===== config.mk =====
export PLATFORM = sky130hd
export DESIGN_NAME = hram_arbiter
export DESIGN_NICKNAME = d
export VERILOG_FILES = /design/src/rtl/hram_pkg.sv /design/src/rtl/hram_rr_arb2.sv /design/src/rtl/hram_arbiter.sv
export SDC_FILE = /design/constraint.sdc
export NUM_CORES = 1
export LEC_CHECK = 0
export ABC_AREA = 1
export CAP_MARGIN = 20
export CORE_AREA = 2 2 127 129
export CTS_BUF_LIST = sky130_fd_sc_hd__clkbuf_4 sky130_fd_sc_hd__clkbuf_8
export DETAILED_ROUTE_END_ITERATION = 10
export DIE_AREA = 0 0 129 131
export PLACE_DENSITY = 0.81
export SLEW_MARGIN = 20
export SYNTH_ARGS = -nofsm -noshare
export SYNTH_HDL_FRONTEND = slang
export SYNTH_SLANG_ARGS = --single-unit

===== constraint.sdc =====
create_clock -name clk -period 7.3 [get_ports clk]
set_input_delay 1.46 -clock clk [delete_from_list [all_inputs] [get_ports clk]]
set_output_delay 1.46 -clock clk [all_outputs]
set_load 0.02 [all_outputs]

===== src/rtl/hram_pkg.sv =====
// Shared constants for the HyperRAM two-port arbiter.
package hram_pkg;

    // Sequencer state encoding
    localparam logic [2:0] ST_IDLE      = 3'd0;
    localparam logic [2:0] ST_ISSUE     = 3'd1;
    localparam logic [2:0] ST_WAIT_BUSY = 3'd2;
    localparam logic [2:0] ST_WAIT_DONE = 3'd3;
    localparam logic [2:0] ST_RESP      = 3'd4;

    // Every command is a single dword
    localparam logic [5:0] RD_NUM_DWORDS = 6'h1;

    // Byte enables presented to the controller out of reset
    localparam logic [3:0] DEF_BE = 4'hF;

endpackage


===== src/rtl/hram_rr_arb2.sv =====
// Two-input round-robin grant. last_grant starts at 1 so port 0 wins the first tie.
module hram_rr_arb2 (
    input  logic       clk,
    input  logic       reset,
    input  logic [1:0] req_i,
    input  logic       adv_i,
    output logic [1:0] gnt_o
);

    logic last_q;

    // Combinational grant: lone requester wins, ties go to the port not granted last
    always_comb begin
        gnt_o = 2'b00;
        case (req_i)
            2'b01:   gnt_o = 2'b01;
            2'b10:   gnt_o = 2'b10;
            2'b11:   gnt_o = last_q ? 2'b01 : 2'b10;
            default: gnt_o = 2'b00;
        endcase
    end

    // Remember which port won whenever a grant is actually taken
    always_ff @(posedge clk or posedge reset) begin
        if (reset) begin
            last_q <= 1'b1;
        end else if (adv_i && (|req_i)) begin
            last_q <= gnt_o[1];
        end
    end

endmodule


===== src/rtl/hram_arbiter.sv =====
// Two-port arbiter/sequencer in front of hyper_xface: one single-dword command
// at a time, one-cycle request pulse, completion or timeout back to the owner.
module hram_arbiter
    import hram_pkg::*;
#(
    parameter int TIMEOUT   = 1024,
    parameter int BUSY_WAIT = 4
) (
    input  logic        clk,
    input  logic        reset,
    input  logic        p0_valid,
    output logic        p0_ready,
    input  logic        p0_we,
    input  logic        p0_reg,
    input  logic [31:0] p0_addr,
    input  logic [31:0] p0_wdata,
    input  logic [3:0]  p0_be,
    output logic        p0_rvalid,
    output logic [31:0] p0_rdata,
    output logic        p0_err,
    input  logic        p1_valid,
    output logic        p1_ready,
    input  logic        p1_we,
    input  logic        p1_reg,
    input  logic [31:0] p1_addr,
    input  logic [31:0] p1_wdata,
    input  logic [3:0]  p1_be,
    output logic        p1_rvalid,
    output logic [31:0] p1_rdata,
    output logic        p1_err,
    output logic        x_rd_req,
    output logic        x_wr_req,
    output logic [31:0] x_addr,
    output logic [31:0] x_wr_d,
    output logic [3:0]  x_wr_byte_en,
    output logic [5:0]  x_rd_num_dwords,
    output logic        x_mem_or_reg,
    input  logic        x_busy,
    input  logic        x_rd_rdy,
    input  logic [31:0] x_rd_d,
    output logic        busy
);

    localparam int CW = $clog2(TIMEOUT) + 1;

    logic [2:0]    state_q, state_d;
    logic [CW-1:0] cnt_q, cnt_d;
    logic [1:0]    gnt;
    logic          accept;
    logic          in_wait;
    logic          to_hit, bw_hit, tmo_fire, cap;
    logic          port_q, we_q, reg_q, err_q;
    logic [31:0]   addr_q, wd_q, rdata_q;
    logic [3:0]    be_q;

    hram_rr_arb2 u_arb (
        .clk   (clk),
        .reset (reset),
        .req_i ({p1_valid, p0_valid}),
        .adv_i (state_q == ST_IDLE),
        .gnt_o (gnt)
    );

    assign accept  = (state_q == ST_IDLE) && (|gnt);
    assign in_wait = (state_q == ST_WAIT_BUSY) || (state_q == ST_WAIT_DONE);

    // Wait-cycle counter: cleared while the pulse goes out, counts in the wait states
    always_comb begin
        cnt_d = cnt_q;
        if (state_q == ST_ISSUE)
            cnt_d = '0;
        else if (in_wait)
            cnt_d = cnt_q + CW'(1);
    end

    // cnt_d is the number of wait cycles elapsed, including the current one
    assign to_hit   = in_wait && (cnt_d == CW'(TIMEOUT - 1));
    assign bw_hit   = (state_q == ST_WAIT_BUSY) && (cnt_d == CW'(BUSY_WAIT));
    assign tmo_fire = to_hit && ((state_q == ST_WAIT_BUSY) || x_busy);
    assign cap      = in_wait && x_rd_rdy && !we_q;

    // State register
    always_ff @(posedge clk or posedge reset) begin
        if (reset) state_q <= ST_IDLE;
        else       state_q <= state_d;
    end

    // Next-state logic
    always_comb begin
        state_d = state_q;
        case (state_q)
            ST_IDLE:      if (accept) state_d = ST_ISSUE;
            ST_ISSUE:     state_d = ST_WAIT_BUSY;
            ST_WAIT_BUSY: begin
                if (to_hit)      state_d = ST_RESP;
                else if (x_busy) state_d = ST_WAIT_DONE;
                else if (bw_hit) state_d = ST_RESP;
            end
            ST_WAIT_DONE: if (!x_busy || to_hit) state_d = ST_RESP;
            ST_RESP:      state_d = ST_IDLE;
            default:      state_d = ST_IDLE;
        endcase
    end

    // Outputs decoded from state: ready only in IDLE, pulses only in ISSUE
    always_comb begin
        p0_ready  = accept && gnt[0];
        p1_ready  = accept && gnt[1];
        x_wr_req  = (state_q == ST_ISSUE) && we_q;
        x_rd_req  = (state_q == ST_ISSUE) && !we_q;
        p0_rvalid = (state_q == ST_RESP) && !port_q;
        p1_rvalid = (state_q == ST_RESP) && port_q;
        busy      = (state_q != ST_IDLE);
    end

    // Command latch, read-data capture and timeout flag
    always_ff @(posedge clk or posedge reset) begin
        if (reset) begin
            port_q  <= 1'b0;
            we_q    <= 1'b0;
            reg_q   <= 1'b0;
            addr_q  <= '0;
            wd_q    <= '0;
            be_q    <= DEF_BE;
            rdata_q <= '0;
            err_q   <= 1'b0;
            cnt_q   <= '0;
        end else begin
            cnt_q <= cnt_d;
            if (accept) begin
                port_q  <= gnt[1];
                we_q    <= gnt[1] ? p1_we    : p0_we;
                reg_q   <= gnt[1] ? p1_reg   : p0_reg;
                addr_q  <= gnt[1] ? p1_addr  : p0_addr;
                wd_q    <= gnt[1] ? p1_wdata : p0_wdata;
                be_q    <= gnt[1] ? p1_be    : p0_be;
                rdata_q <= '0;
                err_q   <= 1'b0;
            end else begin
                if (cap)      rdata_q <= x_rd_d;
                if (tmo_fire) err_q   <= 1'b1;
            end
        end
    end

    assign x_addr          = addr_q;
    assign x_wr_d          = wd_q;
    assign x_wr_byte_en    = be_q;
    assign x_mem_or_reg    = reg_q;
    assign x_rd_num_dwords = RD_NUM_DWORDS;
    assign p0_rdata        = rdata_q;
    assign p1_rdata        = rdata_q;
    assign p0_err          = err_q;
    assign p1_err          = err_q;

endmodule


; Word level (Yosys, flattened, before mapping)
; Index checks and enable logic that the tools add are counted.
[word_totals]
rom_bits = 0
latchBits = 0
elab_cells = 69
input_bits = 178
ram_bits = 0
reg_bits = 119
out_inout_bits = 148
n_memories = 0
[classes]
bitwise = 0
mul = 0
div_mod_pow = 0
eq_ne = 12
n_addsub = 1
muxes = 19
n_shift = 0
reduce_logical = 26
order_cmp = 0
[op_table]
columns = op, count
row1 = $mux W32, 4
row2 = $mux W11, 2
row3 = $mux W3, 5
row4 = $logic_and A1 B1 Y1, 13
row5 = $pmux W3 S4, 1
row6 = $add A11 B1 Y11 const B, 1
row7 = $eq A11 B10 Y1 const B, 1
row8 = $eq A11 B3 Y1 const B, 1
row9 = $eq A3 B2 Y1 const B, 2
row10 = $pmux W2 S3, 1
row11 = $eq A2 B2 Y1 const B, 2
row12 = $mux W1, 4
row13 = $mux W4, 1
row14 = $ne A4 B4 Y1 const B, 1
row15 = $reduce_bool A2 Y1, 2
row16 = $reduce_or A2 Y1, 2
row17 = $eq A3 B1 Y1 const B, 1
row18 = $eq A3 B3 Y1 const B, 1
row19 = $logic_not A1 Y1, 3
row20 = $logic_not A3 Y1, 1
row21 = $logic_or A1 B1 Y1, 3
row22 = $reduce_and A3 Y1, 1
row23 = $reduce_bool A3 Y1, 1
row24 = $eq A2 B1 Y1 const B, 1
row25 = 3 further kinds, 3

; Depth between registers and ports, before layout
; Gate-level depths: netlist of the first run.
[depth]
ltp_word = 10
ltp_mapped = 15
mapped_depth_nobuf = 15

; Cells and area by module
; A second synthesis of the first run with hierarchy kept.
[hier_totals]
cells_unflattened = 737
hier_area_um2 = 6048.3
[modules_own_cells]
columns = module, area_each_um2, n_inst, cells_each, seq_area_each_um2
row1 = hram_arbiter, 5978.2, 1, 727, 2957.8
row2 = hram_rr_arb2, 70.1, 1, 10, 26.3

; Least setup slack after synthesis of the first run
; No wires, ideal clock.
[synth_timing]
path_kind = input-to-output
from = in p1_valid
to = out p0_ready
setup_slack_ns = 3.631
required_time_ns = 5.840
cell_stages = 5
arrival_time_ns = 2.209
n_path_buf = 1
cell_sequence = inv_1 a21oi_2 inv_2 a21oi_2 buf_2
[synth_via]
elab_chain_len = 5
elab_cells_between_ends = 7
classes_between = eq/ne: 3 / mux: 1 / reduce/logical: 3
[synth_lines]
columns = element, line
row1 = start: declaration, hram_arbiter.sv:21  ; input logic p1_valid,
row2 = $eq A2 B2 Y1 or $eq A2 B1 Y1 (tied branches), hram_rr_arb2.sv:15  ; case (req_i)
row3 = $pmux W2 S3 *, hram_rr_arb2.sv:15
row4 = $reduce_or A2 Y1, hram_arbiter.sv:64  ; assign accept = (state_q == ST_IDLE) && (|gnt);
row5 = $logic_and A1 B1 Y1, hram_arbiter.sv:64
row6 = $logic_and A1 B1 Y1 *, hram_arbiter.sv:107  ; p0_ready = accept && gnt[0];
row7 = end: declaration, hram_arbiter.sv:12  ; output logic p0_ready,
; Mark *: on every way between the ends. The rest lies on a longest branch, timed or not.

; Worst setup path after layout of the first run
; Ends and elaborated chain as after synthesis.

==> flow_metrics.tcl, run 1 <==
set metrics [dict create \
    routed_wl_um 18500 \
    r2r_end "x_wr_d[18]" \
    peakVddDrop_mv 0.238 \
    dp_hpwl_um 13800 \
    detail_route.first_pass.iterations 5 \
    grt_pass1_vias 5354 \
    n_antenna_cell 0 \
    r2r_start "state_q[1]" \
    maxSlewViolCount 0 \
    crit_type "in -> out" \
    area_growth_pct 61.1 \
    yosysSeqAreaShare_pct 51.7 \
    crit_family "buffers and inverters" \
    dieArea_um2 16900 \
    arrival_ps 3610 \
    critPathLaunchType "input pin" \
    n_fill_cell 1319 \
    hold_depth 2 \
    initial_core_util_pct 37.0 \
    switchingPower_mw 1.75 \
    port_buffers 319 \
    p_leak_nw 4.21 \
    fp.dieW_um 129 \
    die_h_um 131 \
    design_area_um2 9290 \
    async_flop_share_pct 100 \
    hold_violations 0 \
    grt_usage_pct 21.4 \
    tightest_slew_ps 811 \
    register_area_um2 2980 \
    r2r_cells 11 \
    hold_buffers 0 \
    postSynthAreaPerCell_um2 7.91 \
    crit_top_cell "clkdlybuf4s50_1" \
    fin_util_pct 59.6 \
    synth_edf_count 0 \
    multi_input_area_um2 2120 \
    wire_per_inst_um 14.9 \
    outcome "finished clean" \
    htree_levels 4 \
    p_comb_share_pct 55.1 \
    min_to "u_arb.last_q" \
    stdcell_count 1236 \
    fp.coreArea_um2 15600 \
    slowest_delay_ps 680 \
    cp_max_fo 25 \
    synthFlopType "dfrtp_1" \
    post-route-period-util_pct 69.5 \
    p_clk_share_pct 15.2 \
    relSlewSlack_pct 45.9 \
    grt_pass1_wl_um 27700 \
    p_int_mw 2.27 \
    cts_buffer_depth 2 \
    post_cts_resized 0 \
    place_area_um2 8870 \
    cp_num_buf_inv 5 \
    finClkSkew_ps 12.5 \
    min-delay-start "u_arb.last_q" \
    tns_ps 0 \
    antenna_left 0 \
    p_sw_share_pct 43.5 \
    rows 46 \
    drtIter0Drc 251 \
    drv_cap 0 \
    hp-class "reg -> reg" \
    finalSetupViolCount 0 \
    place.gp.congestion 0.814 \
    clk_pin_slew_ps 60 \
    cts_root_buf "clkbuf_8" \
    ios 326 \
    clock-sinks 119 \
    synthCells 729 \
    vias 5742 \
    rsz0062_at_grt "no" \
    cts_tree "built" \
    cp-end-kind "output port" \
    synth_area_um2 5770 \
    synth_seq_cells 119 \
    grt_max_degree 71 \
    drive_gt1_share_pct 6.96 \
    ys_types 27 \
    min_period_ps 5070 \
    ys_warn_count 0 \
    cts_buffers 17 \
    post-cts-setup-buffers 0 \
    nets 1186 \
    crit_required_ps 5840 \
    power_density_nw_per_um2 432 \
    vias_per_cell 4.65 \
    power_mw 4.01 \
    overflow 0 \
    antenna_found_initial 0 \
    dp_cells 1203 \
    worst_path_max_delay_cell "clkdlybuf4s50_1" \
    route.detailed.drc 0 \
    fmax_mhz 197 \
    clock_latency_ps 450 \
    crit_chain "clkdlybuf4s50_1 -> inv_1 -> a21oi_2 -> clkinv_2 -> a21oi_4 -> buf_4 -> clkdlybuf4s50_1" \
    reg2reg_slack_ps 4840 \
    pwr-share-seq_pct 29.7 \
]
[cells in the final DEF, fill, tap and decap left out, types with 5 or more instances in the layout]
master           Yosys  routed
nor2_1              26      25
clkinv_2             0       5
inv_1               61      60
nor2_2               7       7
nand2_1            251     251
nand3_1            127     126
nand4_1              5       5
dfstp_2              5       5
inv_2                8       7
clkbuf_8             0      18
o21ai_0             35      35
conb_1               2       6
dfrtp_1            114     114
buf_4               39       6
clkdlybuf4s50_1      0     319
[synth_stat cells (2+ instances only)]
cell	count	area, µm²
clkbuf_1	15	56.3
inv_2	8	30.0
buf_4	39	293
a21oi_2	2	17.5
conb_1	2	7.51
dfrtp_1	114	2850
o211ai_1	2	15.0
nor2_4	3	33.8
buf_2	16	80.1
nand2_1	251	942
nand4_1	5	31.3
nor2_2	7	43.8
o21ai_0	35	175
inv_1	61	229
dfstp_2	5	131
nor2_1	26	97.6
nand3_1	127	636
nor3_1	2	10.0
[per-layer routing]
metal / global-route usage [%] / vias up / part of all wire [%] / routed length (µm)
met2: 36.9 / 214 / 52 / 9630
met5: 0 / - / 0 / 0
met4: 6.52 / 0 / 1.8 / 323
met3: 7.86 / 25 / 7.0 / 1300
li1: - / 2808 / - / -
met1: 25.2 / 2695 / 39 / 7200
[worst max path at each step]
| stage | start | endpoint | slack, ps | cells after the start |
|---|---|---|---|---|
| 2_1_floorplan | reset | cnt_q[0] | 2690 | 1 |
| 3_3_place_gp | p1_valid | p0_ready | 2290 | 7 |
| 3_5_place_dp | p1_valid | p0_ready | 2230 | 7 |
| 4_1_cts | p1_valid | p0_ready | 2220 | 7 |
| 5_1_grt | p1_valid | p0_ready | 2120 | 7 |
| 6_report | p1_valid | p0_ready | 2230 | 7 |
[per-stage QoR]
| step | worst slack (ps) | hold WS, ps |
|---|---|---|
| floorplan | 2690 | 443 |
| global placement | 2290 | 458 |
| detailed placement | 2230 | 454 |
| CTS | 2220 | 465 |
| global route | 2120 | 481 |
| finish | 2230 | 469 |
[power groups by stage]
stage	Sequential [mW]	Combinational (mW)	Clock [mW]
2_1_floorplan	1.51	0.939	0
3_3_place_gp	1.19	2.18	0
3_5_place_dp	1.20	2.22	0
4_1_cts	1.20	2.23	0.622
5_1_grt	1.23	2.38	0.652
6_report	1.19	2.21	0.609
[area by class of cell]
class | count | share of cell area (%)
repair buffers | 326 | 35.1
flip-flops and latches | 119 | 32.1
multi-input cells | 474 | 22.8
well taps | 216 | 2.91
inverters | 69 | 2.83
clock buffers | 18 | 2.67
clock inverters | 14 | 1.60
[worst register-to-register path, stage by stage, from the launching register on]
cell and delay, ps:
dfrtp_1 420, inv_2 140, nand2_1 90, nor2_1 150
inv_2 100, a21oi_2 210, clkinv_2 110, a21oi_4 110
buf_4 330, buf_4 500, nand2_1 130, nand3_1 100
[kinds of logic after synthesis]
kind of cell               Yosys count  synth area share (%)
and+or+nand+nor                    426                  32.0
buffers and inverters              140                  12.1
DFF                                119                  51.7
AOI/OAI and AO/OA                   41                  3.77
other                                2                 0.130
adders and majority gates            1                 0.217
Note: power is estimated with default switching activity, not from simulation.
==> run 2, diff against run 1 <==
- clock period: 7.3 -> 4.8 ns (I/O delays scaled with it)
==> flow_metrics.tcl, run 2 (synthesis results as in run 1) <==
set metrics [dict create \
    crit_type "in -> out" \
    grt_pass1_vias 5445 \
    place.gp.congestion 0.827 \
    post-route-period-util_pct 78.1 \
    finalSetupViolCount 0 \
    critPathLaunchType "input pin" \
    p_leak_nw 4.20 \
    area_growth_pct 61.8 \
    relSlewSlack_pct 48.2 \
    maxSlewViolCount 0 \
    place_ws_ps 1030 \
    whs_ps 484 \
    route.detailed.drc 0 \
    clock-sinks 119 \
    vias 5713 \
    port_buffers 319 \
    peakVddDrop_mv 0.391 \
    arrival_ps 2790 \
    nets 1186 \
    grt_max_degree 71 \
    dp_hpwl_um 13800 \
    initial_core_util_pct 37.0 \
    htree_levels 4 \
    cp_num_buf_inv 4 \
    final_cell_mix "319 x clkdlybuf4s50_1, 251 x nand2_1, 126 x nand3_1" \
    ios 326 \
    die_h_um 131 \
    hp-class "reg -> reg" \
    outcome "finished clean" \
    cp_max_fo 4 \
    grt_pass1_wl_um 27900 \
    detail_route.first_pass.iterations 4 \
    finClkSkew_ps 13.9 \
    fp.coreArea_um2 15600 \
    grt_usage_pct 21.7 \
    crit_top_cell "clkdlybuf4s50_1" \
    crit_family "buffers and inverters" \
    cts_root_buf "clkbuf_8" \
    drv_cap 0 \
    hold_buffers 0 \
    tns_ps 0 \
    cts_tree "built" \
    cts_buffers 17 \
    routed_wl_um 18400 \
    overflow 0 \
    vias_per_cell 4.62 \
    cts_buffer_depth 2 \
    tightest_slew_ps 777 \
    drive_gt1_share_pct 6.96 \
    rows 46 \
    min_period_ps 3750 \
    fp.dieW_um 129 \
    rsz0062_at_grt "no" \
    cp-end-kind "output port" \
    hold_violations 0 \
    layout_commonest_cell "clkdlybuf4s50_1" \
    power_density_nw_per_um2 659 \
    clock_latency_ps 440 \
    antenna_left 0 \
    wire_per_inst_um 14.9 \
    worst_slack_ps 1050 \
    dieArea_um2 16900 \
    post-cts-setup-buffers 0 \
    crit_required_ps 3840 \
    slowest_delay_ps 640 \
    power_mw 6.14 \
    crit_chain "clkdlybuf4s50_1 -> inv_1 -> a21oi_2 -> clkinv_2 -> a21oi_4 -> clkdlybuf4s50_1" \
    worst_path_max_delay_cell "clkdlybuf4s50_1" \
    clk_pin_slew_ps 70 \
    fmax_mhz 267 \
    n_antenna_cell 0 \
    post_cts_resized 0 \
    antenna_found_initial 0 \
    drtIter0Drc 281 \
]
-- run 2: cell types whose count changed in the layout (fill, tap and decap cells not counted) --
cell        delta
inv_6          -1
clkinvlp_4     +5
clkinv_4       -2
buf_12         +1
buf_4          -1
bufinv_16      +1
clkinv_2       -3
-- run 2: power by group --
part / switching, mW / internal [mW] / total [mW]
Sequential: 0.325 / 1.49 / 1.82
Combinational: 1.88 / 1.48 / 3.36
Clock: 0.440 / 0.530 / 0.970
-- run 2: worst reg2reg max path, delay by kind of cell, from the launching register on --
kind,cells,cell delay [ps]
compound gates,2,390
simple gates,4,590
buf+inv,4,960
flops,1,410
-- run 2: layout make-up --
cell class	instances	area [µm²]
fill	1363	6270
clock buffer	18	248
multi-input combinational	474	2120
clock inverter	14	175
tap	216	270
inverter	69	263
timing repair buffer	326	3270
sequential	119	2980
-- run 2: path summary, 6_finish.rpt --
kind	startpoint	endpoint	slack (ps)	cells past startpoint
max in group asynchronous	reset	x_wr_byte_en[3]	2960	3
min reg2reg	u_arb.last_q	u_arb.last_q	480	2
max	p1_valid	p0_ready	1050	6
min in group asynchronous	reset	p0_rdata[10]	1020	2
min	u_arb.last_q	u_arb.last_q	480	2
max reg2reg	state_q[1]	x_addr[7]	2400	10
-- run 2: metrics by stage --
stage / instances / util, % / area (µm²)
global route: 1236 / 59.8 / 9330
detailed placement: 1203 / 57.0 / 8890
floorplan: 733 / - / 5780
finish: 1236 / 59.8 / 9330
global placement: 1203 / 57.0 / 8890
CTS: 1235 / 59.7 / 9310
-- run 2: routing by layer --
metal,global-route usage (%),vias to the layer above,part of all wire (%)
met2,36.9,200,52
met4,8.50,0,2.5
met1,26.1,2672,39
li1,-,2807,-
met5,0,-,0
met3,6.56,34,6.7
==> run 3, diff against run 2 <==
- CORE_AREA: 2 2 127 129 -> not set
- CORE_MARGIN: not set -> 2
- CORE_UTILIZATION: not set -> 36
- DIE_AREA: 0 0 129 131 -> not set
- PLACE_DENSITY: 0.81 -> 0.82
- clock period: 4.8 -> 3.2 ns (I/O delays scaled with it)
==> flow_metrics.tcl, run 3 (synthesis results as in run 1) <==
set metrics [dict create \
    maxSlewViolCount 0 \
    dieArea_um2 17100 \
    finClkSkew_ps 11.0 \
    critPathLaunch "p1_valid" \
    antenna_left 0 \
    clock-sinks 119 \
    r2r_end "x_addr[20]" \
    ios 326 \
    tns_ps 0 \
    wire_per_inst_um 15.0 \
    overflow 0 \
    power_density_nw_per_um2 990 \
    place.gp.congestion 0.902 \
    detail_route.first_pass.iterations 5 \
    power_mw 9.23 \
    post-cts-setup-buffers 0 \
    fmax_mhz 352 \
    tightest_slew_ps 814 \
    antenna_found_initial 0 \
    post_cts_resized 0 \
    routed_wl_um 18600 \
    p_leak_nw 4.24 \
    outcome "finished clean" \
    grt_pass1_wl_um 28000 \
    arrival_ps 2200 \
    drtIter0Drc 310 \
    port_buffers 319 \
    place_ws_ps 222 \
    relSlewSlack_pct 45.7 \
    area_growth_pct 61.7 \
    clk_pin_slew_ps 60 \
    fp.coreArea_um2 15800 \
    min_period_ps 2840 \
    fp.dieW_um 131 \
    n_antenna_cell 0 \
    reg2reg_slack_ps 810 \
    stdcell_count 1237 \
    grt_usage_pct 21.6 \
    initial_core_util_pct 36.6 \
    wl_met2_um 9570 \
    wirelength_met1_um 7070 \
    dp_cells 1205 \
    crit_end "p1_ready" \
    cp_max_fo 2 \
    n_fill_cell 1425 \
    highest_layer "met4" \
    route.detailed.drc 0 \
    drive_gt1_share_pct 7.05 \
    post-route-period-util_pct 88.8 \
    dp_hpwl_um 13600 \
    cts_root_buf "clkbuf_8" \
    r2r_cells 10 \
    critPathLaunchType "input pin" \
    rows 46 \
    finalSetupViolCount 0 \
    cp-end-kind "output port" \
    nets 1187 \
    final_cell_mix "318 x clkdlybuf4s50_1, 251 x nand2_1, 126 x nand3_1" \
    design_area_um2 9330 \
    die_h_um 131 \
    crit_required_ps 2560 \
    htree_levels 4 \
    layout_commonest_cell "clkdlybuf4s50_1" \
    grt_max_degree 120 \
    route.met3.wl_um 1360 \
    rsz0062_at_grt "no" \
    vias 5678 \
    hold_buffers 0 \
    grt_pass1_vias 5422 \
    min-delay-start "u_arb.last_q" \
    whs_ps 473 \
    fin_util_pct 59.1 \
    cts_buffer_depth 2 \
    peakVddDrop_mv 0.544 \
    clock_latency_ps 430 \
    crit_type "in -> out" \
    cts_buffers 17 \
    worst_slack_ps 359 \
    drv_cap 0 \
    place_area_um2 8900 \
    hp-class "reg -> reg" \
    r2r_start "state_q[1]" \
    vias_per_cell 4.59 \
    cts_tree "built" \
    hold_violations 0 \
]
## run 3: worst min-delay path by stage
stage | end | slack (ps) | cells after the start
2_1_floorplan | u_arb.last_q | 440 | 2
3_3_place_gp | u_arb.last_q | 460 | 2
3_5_place_dp | u_arb.last_q | 470 | 2
4_1_cts | u_arb.last_q | 480 | 2
5_1_grt | u_arb.last_q | 480 | 2
6_report | u_arb.last_q | 470 | 2
## run 3: layout make-up
type | count | area, µm² | share of cell area (%)
well taps | 216 | 270 | 2.90
repair buffers | 327 | 3270 | 35.0
flip-flops and latches | 119 | 2980 | 32.0
multi-input cells | 474 | 2120 | 22.7
inverters | 69 | 264 | 2.83
clock buffers | 24 | 299 | 3.21
clock inverters | 8 | 121 | 1.30
## run 3: critical path: stages
cell and delay, ps:
clkdlybuf4s50_1 490, buf_4 140, nand2_1 80, nor2_4 160, clkdlybuf4s50_1 690
## run 3: power by group
| part | leakage [nW] | switching [mW] | internal [mW] |
|---|---|---|---|
| combinational | 2.52 | 2.84 | 2.22 |
| clock | 0.218 | 0.598 | 0.853 |
| sequential | 1.50 | 0.484 | 2.24 |
| total | 4.24 | 3.92 | 5.31 |
## run 3: routing by layer
layer  GRT usage (%)  up-vias
met5               0        -
met4            8.32        0
met3            7.57       31
met2            36.8      194
met1            25.1     2641
li1                -     2812
